==> src/rtl/vdp_vram_host_write_queue.sv <==
// vdp_vram_host_write_queue
//   Host-side VRAM write port sitting in front of the VRAM bus arbiter.
//   It keeps the host address pointer and its auto-increment, and queues
//   host data writes in a small FIFO. The FIFO head is presented to the
//   arbiter as word address, data and bank write-enable mask. The head is
//   retired when the arbiter grants the host-write slot (vram_written).
//
// Ports
//   clk, reset_n                 clock, async active-low reset
//   host_address_we/_address     load the 15-bit word pointer
//   host_increment_we/_increment load the 8-bit pointer auto-increment
//   host_data_we/_data           push one write at the current pointer
//   host_overflow_clear          clear the sticky overflow flag
//   vram_written                 arbiter host slot strobe (retires head)
//   vram_write_address_16b       head address[14:1]
//   vram_write_data_16b          head data
//   vram_port_write_en_mask      01 even bank, 10 odd bank, 00 when empty
//   fifo_empty/_full/_level      FIFO occupancy
//   overflow                     sticky: a push was dropped
module vdp_vram_host_write_queue #(
   parameter int DEPTH           = 4,
   parameter int INCREMENT_RESET = 1
) (
   input  logic                     clk,
   input  logic                     reset_n,
   input  logic                     host_address_we,
   input  logic [14:0]              host_address,
   input  logic                     host_increment_we,
   input  logic [7:0]               host_increment,
   input  logic                     host_data_we,
   input  logic [15:0]              host_data,
   input  logic                     host_overflow_clear,
   input  logic                     vram_written,
   output logic [13:0]              vram_write_address_16b,
   output logic [15:0]              vram_write_data_16b,
   output logic [1:0]               vram_port_write_en_mask,
   output logic                     fifo_empty,
   output logic                     fifo_full,
   output logic [$clog2(DEPTH):0]   fifo_level,
   output logic                     overflow
);

   localparam int AW = $clog2(DEPTH);

   logic [14:0]   r_mem_addr [DEPTH];
   logic [15:0]   r_mem_data [DEPTH];
   logic [AW-1:0] r_rd;
   logic [AW-1:0] r_wr;
   logic [AW:0]   r_level;
   logic [14:0]   r_ptr;
   logic [7:0]    r_inc;
   logic          r_ovf;

   logic          w_empty;
   logic          w_full;
   logic          w_pop;
   logic          w_push;
   logic          w_drop;
   logic [14:0]   w_base;
   logic [14:0]   w_head_addr;
   logic [15:0]   w_head_data;

   assign w_empty = (r_level == '0);
   assign w_full  = (r_level == (AW+1)'(DEPTH));

   // Pop decision uses pre-edge occupancy; the arbiter samples the head in
   // the same cycle it strobes vram_written.
   assign w_pop  = vram_written && !w_empty;
   // A full FIFO still accepts a push when the head leaves on the same edge.
   assign w_push = host_data_we && (!w_full || w_pop);
   assign w_drop = host_data_we && !w_push;

   // A same-cycle address load takes effect before the push.
   assign w_base = host_address_we ? host_address : r_ptr;

   assign w_head_addr = r_mem_addr[r_rd];
   assign w_head_data = r_mem_data[r_rd];

   // Level is async-reset, so on reset the mask drops to 00 at once and no
   // partial write can reach the arbiter. Address/data are also held at 0
   // while empty so stale storage never shows on the bus.
   assign vram_write_address_16b  = w_empty ? 14'd0 : w_head_addr[14:1];
   assign vram_write_data_16b     = w_empty ? 16'd0 : w_head_data;
   assign vram_port_write_en_mask = w_empty ? 2'b00 :
                                    (w_head_addr[0] ? 2'b10 : 2'b01);
   assign fifo_empty = w_empty;
   assign fifo_full  = w_full;
   assign fifo_level = r_level;
   assign overflow   = r_ovf;

   // Storage needs no reset: occupancy alone decides what is valid.
   always_ff @(posedge clk) begin
      if (w_push) begin
         r_mem_addr[r_wr] <= w_base;
         r_mem_data[r_wr] <= host_data;
      end
   end

   always_ff @(posedge clk or negedge reset_n) begin
      if (!reset_n) begin
         r_rd    <= '0;
         r_wr    <= '0;
         r_level <= '0;
         r_ptr   <= 15'd0;
         r_inc   <= 8'(INCREMENT_RESET);
         r_ovf   <= 1'b0;
      end else begin
         if (w_pop)  r_rd <= r_rd + 1'b1;
         if (w_push) r_wr <= r_wr + 1'b1;

         case ({w_push, w_pop})
            2'b10:   r_level <= r_level + 1'b1;
            2'b01:   r_level <= r_level - 1'b1;
            default: r_level <= r_level;
         endcase

         // Post-increment uses the increment held before this edge; a
         // dropped push leaves the pointer at the (possibly loaded) base.
         r_ptr <= w_push ? (w_base + {7'd0, r_inc}) : w_base;

         if (host_increment_we) r_inc <= host_increment;

         // A drop beats a simultaneous clear.
         if (w_drop)                   r_ovf <= 1'b1;
         else if (host_overflow_clear) r_ovf <= 1'b0;
      end
   end

endmodule

==> config.mk <==
export PLATFORM = sky130hd
export DESIGN_NAME = vdp_vram_host_write_queue
export DESIGN_NICKNAME = d
export VERILOG_FILES = /design/src/rtl/vdp_vram_host_write_queue.sv
export SDC_FILE = /design/constraint.sdc
export NUM_CORES = 1
export LEC_CHECK = 0
export CAP_MARGIN = 20
export CORE_MARGIN = 3
export CORE_UTILIZATION = 29
export CTS_CLUSTER_SIZE = 16
export DETAILED_ROUTE_END_ITERATION = 6
export PLACE_DENSITY = 0.53
export SETUP_SLACK_MARGIN = 0.3
export SKIP_CTS_REPAIR_TIMING = 1
export SLEW_MARGIN = 30
export SYNTH_ARGS = -nofsm -noshare
export SYNTH_HDL_FRONTEND = slang
export SYNTH_SLANG_ARGS = --single-unit
==> constraint.sdc <==
create_clock -name clk -period 2.1 [get_ports clk]
set_input_delay 0.42 -clock clk [delete_from_list [all_inputs] [get_ports clk]]
set_output_delay 0.42 -clock clk [all_outputs]
set_load 0.01 [all_outputs]
; ---- Yosys cells after proc, flatten, opt, wreduce, memory -nomap -nowiden
; Memories as Yosys holds them, arrays and structs flattened.
; Cells that the tools add are included.
[totals]
register_bits = 31
latch_bits = 0
mem_bits_rw = 124
romBits = 0
input_bits = 46
out_inout_bits = 38
word_cells = 37
mem_count = 2
[mem_list]
columns = name, depth, width, read_ports, rd_ports_with_merged_regs, write_ports, line
row1 = r_mem_data, 4, 16, 1, 0, 1, 46  ; logic [15:0] r_mem_data [DEPTH];
row2 = r_mem_addr, 4, 15, 1, 0, 1, 45  ; logic [14:0] r_mem_addr [DEPTH];
[op_classes]
addsub = 5
multipliers = 0
div = 0
magnitude_cmp = 0
n_eq_ne = 3
shift = 0
mux = 11
bitwise = 0
reduce_logical = 10
[op_table]
columns = op, n
row1 = two-way mux 15 bit, 2
row2 = two-way mux 16 bit, 1
row3 = adder 15 x 8 -> 15 bit, 1
row4 = two-way mux 14 bit, 1
row5 = case mux 3 bit (2 select lines), 1
row6 = adder 2 x 1 -> 2 bit (second input constant), 2
row7 = two-way mux 1 bit, 4
row8 = two-way mux 2 bit, 2
row9 = nonzero test 2 bit, 2
row10 = adder 3 x 1 -> 3 bit (second input constant), 1
row11 = == test 3 bit (second input constant), 1
row12 = logical AND 1 bit, 3
row13 = logical NOT 1 bit, 3
row14 = logical NOT 3 bit, 1
row15 = subtractor 3 x 1 -> 3 bit (second input constant), 1
row16 = == test 2 x 1 -> 1 bit (second input constant), 1
row17 = == test 2 bit (second input constant), 1
row18 = logical OR 1 bit, 1

; ---- Longest topological paths before layout
[depth]
ltp_word = 8
ltp_mapped = 11

; ---- Worst setup path after synthesis
; OpenSTA, ideal clock, no wires.
[synth_timing]
kind = input -> register
start = in host_address_we
end = reg r_ptr[6]
arrival_time_ns = 2.394
t_required_ns = 2.008
setup_slack_ns = -0.385
stages = 11
path_cell_list = buf_4 -> buf_4 -> mux2_2 -> ha_1 -> inv_1 -> fa_1 -> nor2b_1 -> o31a_1 -> o21a_1 -> o21a_1 -> o31ai_2
[synth_via]
elab_chain_cells = 3
[synth_rtl]
columns = item, line
row1 = start: declaration, 26  ; input logic host_address_we,
row2 = two-way mux 15 bit, 74  ; assign w_base = host_address_we ? host_address : r_ptr;
row3 = via w_base[0], 59  ; logic [14:0] w_base;
row4 = adder 15 x 8 -> 15 bit, 119  ; r_ptr <= w_push ? (w_base + {7'd0, r_inc}) : w_base;
row5 = two-way mux 15 bit, 119
row6 = end signal: assignment, 119
row7 = end: declaration, 50  ; logic [14:0] r_ptr;
; The timed path passes the listed nets, and every way through them passes these cells.
; A chain may end at the register's enable or synchronous reset.

; ---- Worst setup path in the final report
[layout_timing]
start = reg r_rd[0]
end = out vram_port_write_en_mask[1]
[layout_via]
elab_chain_cells = 3
[layout_rtl]
columns = item, line
row1 = start: declaration, 47  ; logic [AW-1:0] r_rd;
row2 = start signal: assignment, 108  ; if (w_pop) r_rd <= r_rd + 1'b1;
row3 = memory read (4 x 15 bit), --
row4 = two-way mux 2 bit, 85  ; (w_head_addr[0] ? 2'b10 : 2'b01);
row5 = two-way mux 2 bit, 84  ; assign vram_port_write_en_mask = w_empty ? 2'b00 :
row6 = end: declaration, 36  ; output logic [1:0] vram_port_write_en_mask,
; No other way between the ends.

==> run metrics <==
placed cells=781; synthesized area per cell=17.1 µm²; Post-synth EDFFs=124; all-layer global routing usage=11.9%; unrepaired setup endpoints after global routing=yes; GR Overflow Total=0; Die W=157 µm; mapped cell area=0.00664 mm²; largest net degree at the start of global routing=35; Reg2Reg Setup Slack=-0.03 ns; I/O Buffers=83; Hold WS=0.403 ns; cells after synthesis=389; worst path buffer plus inverter count=4; Worst VDD drop=0.634 mV; share of cells above drive strength 1=47.2%; max incr delay on CP=0.53 ns; adder-cell share of the synthesized area=2.86%; Synth warnings=0; crit share post-route=121%; Slew headroom=70.8%; vias in the first global route=4063; CP endpoint kind=output port; total die area=0.0248 mm²; first-pass GRT wire length=22.2 mm; DRT antenna net count=0; DR pass1 iterations=4; Synth Area in Compound Gates=3.86%; root buf cell=clkbuf_16; # Max-Cap Violations=0; WP data arrival=2.12 ns; Worst R2R Start=r_ptr[0]; row cnt=54; CTS tree=built; GR peak layer=met2; via count=4036; Crit Path Class=flop to output port; XOR/XNOR Fraction of Synth Area=1.98%; core area=0.0222 mm²; Worst R2R Path Depth=9; critical path's top delay family=multiplexers; failing checks=setup timing; P_leak=3.66 nW; Worst path depth=6; main combinational cell family by area after synthesis=multiplexers; worst clock skew=0.00769 ns; Placer Congestion=0.760; CP dominant cell by count=buf_6; cts bufs inserted=17; Final Instance Count excl. Fillers=859; met1 usage=15.4%; status=finished with violations; Setup Viol. Count Final=36; FFs w/ async S/R, synth=20.0%; CP required=1.68 ns; diode count=0; Initial Utilization=30.0%; CP Cell Sequence=buf_6, buf_12, buf_6, mux4_2, and2_4, buf_6; fin crit period=2.54 ns; DRC=0; post-route setup slack=-0.440 ns; fillers=2001; Worst Tran Pin Value=0.425 ns; sequential area share after synthesis=67.7%; Final Max Tran Viols=0; library cells used by synthesis=46; via-per-instance ratio=4.70; R2R Path End=r_ptr[6]; flops & latches, synth=155; initial antenna violation count=0; met3 Track Usage GR=3.46%; Clk pin slew, worst setup/hold paths=0.07 ns; CTS Buffer Depth=2; total power per unit cell area=1440 mW/mm²; drt wl/cell=18.4 µm; Syn-to-layout area delta=43.8%; Hold Crit Class=input pin to async pin; drt initial violations=245; CP Max Fanout=7; Hold Fails Final Rpt=0; fmax=394 MHz; main flop type after synthesis=edfxtp_1; Die H=157 µm; I/O pin count=84; met2 Use GR=19.7%; Worst Setup Start Kind=flop; final WL=15.8 mm; clk_lat worst skew=0.42 ns; DPL Wire Length=9.32 mm; Synth Area in Simple Gates=7.29%; post-synthesis mux area share=14.3%; H-Tree Depth=4; Layout Nets=626; clock sink count=155; Worst path slowest cell=mux4_2; Synthesized Nets=449
==> cell usage in the layout (no fill, tap or decap), types with 8 or more instances in the layout <==
cell type and count:
and2_4 35, buf_4 49, mux4_2 31, buf_6 49
xor2_1 8, nor2_1 9, mux2_2 14, clkdlybuf4s50_1 42
inv_1 11, buf_12 10, dfrtp_1 26, edfxtp_1 124
clkbuf_16 19, nand2_1 14
==> state kept, by name, summed over array words and instances (netlist names) <==
register,count
r_ptr,15
fifo_level,3
r_mem_addr,60
r_wr,2
r_inc,8
r_mem_data,64
overflow,1
r_rd,2
==> cells in the mapped netlist, types with 3 or more instances <==
cell type  count  share of area [%]
a21o_1         3               0.34
buf_1          3               0.17
mux4_2        31                 11
o21a_1         5               0.57
nand3_1        3               0.23
mux2_2        18                3.1
nor3_1         3               0.23
edfxtp_1     124                 56
xnor2_1        7               0.92
nor2_1        10               0.57
xor2_1         8                1.1
a211oi_1       3               0.34
ha_1          12                2.3
nand2_1       15               0.85
a21oi_1        5               0.38
nand2b_1       4               0.38
clkbuf_1       5               0.28
and2_1        36                3.4
o21ai_0        9               0.68
inv_1         12               0.68
dfrtp_1       30                 11
buf_2          8               0.60
mux2i_1        5               0.75
==> metrics by stage <==
step	util [%]	setup TNS, ns	cell area, µm²	setup WS (ns)	total power, mW
floorplan	-	-1.77	6770	-0.285	7.12
global placement	37.3	-47.45	8260	-0.753	9.41
detailed placement	37.3	-48.53	8260	-0.813	9.51
CTS	39.8	-21.51	8810	-0.636	12.4
global route	43.1	-13.85	9550	-0.509	14.5
finish	43.1	-11.26	9550	-0.440	13.8
==> logic make-up after synthesis <==
family	Yosys count
buf+inv	30
mux	54
xor+xnor	15
flops	155
simple gates	84
fa+ha+maj	14
compound gates	37
==> layer usage <==
metal | routed length (µm) | part of all wire [%]
met1 | 7170 | 45
met2 | 7810 | 50
met3 | 659 | 4.2
met4 | 131 | 0.83
met5 | 0 | 0
==> area by class of cell <==
class / instances / area (µm²) / share of cell area (%)
clock inverters: 14 / 125 / 1.31
well taps: 280 / 350 / 3.67
inverters: 12 / 45.0 / 0.472
clock buffers: 18 / 429 / 4.49
repair buffers: 169 / 1750 / 18.3
multi-input cells: 211 / 2350 / 24.6
flip-flops and latches: 155 / 4510 / 47.2
==> how the worst max path moves through the flow <==
stage / from / to / slack (ns)
after CTS: r_rd[0] / vram_port_write_en_mask[0] / -0.64
after floorplan: host_address_we / r_ptr[6] / -0.28
final: r_rd[0] / vram_port_write_en_mask[1] / -0.44
after detailed placement: host_address_we / r_ptr[6] / -0.81
after global routing: r_rd[0] / vram_port_write_en_mask[1] / -0.51
after global placement: host_address_we / r_ptr[6] / -0.75
==> power by group <==
group          internal (mW)  switching, mW
Clock                   1.56           1.33
Combinational           3.81           2.72
Sequential              4.13          0.226
Note: power is estimated with default switching activity, not from simulation.
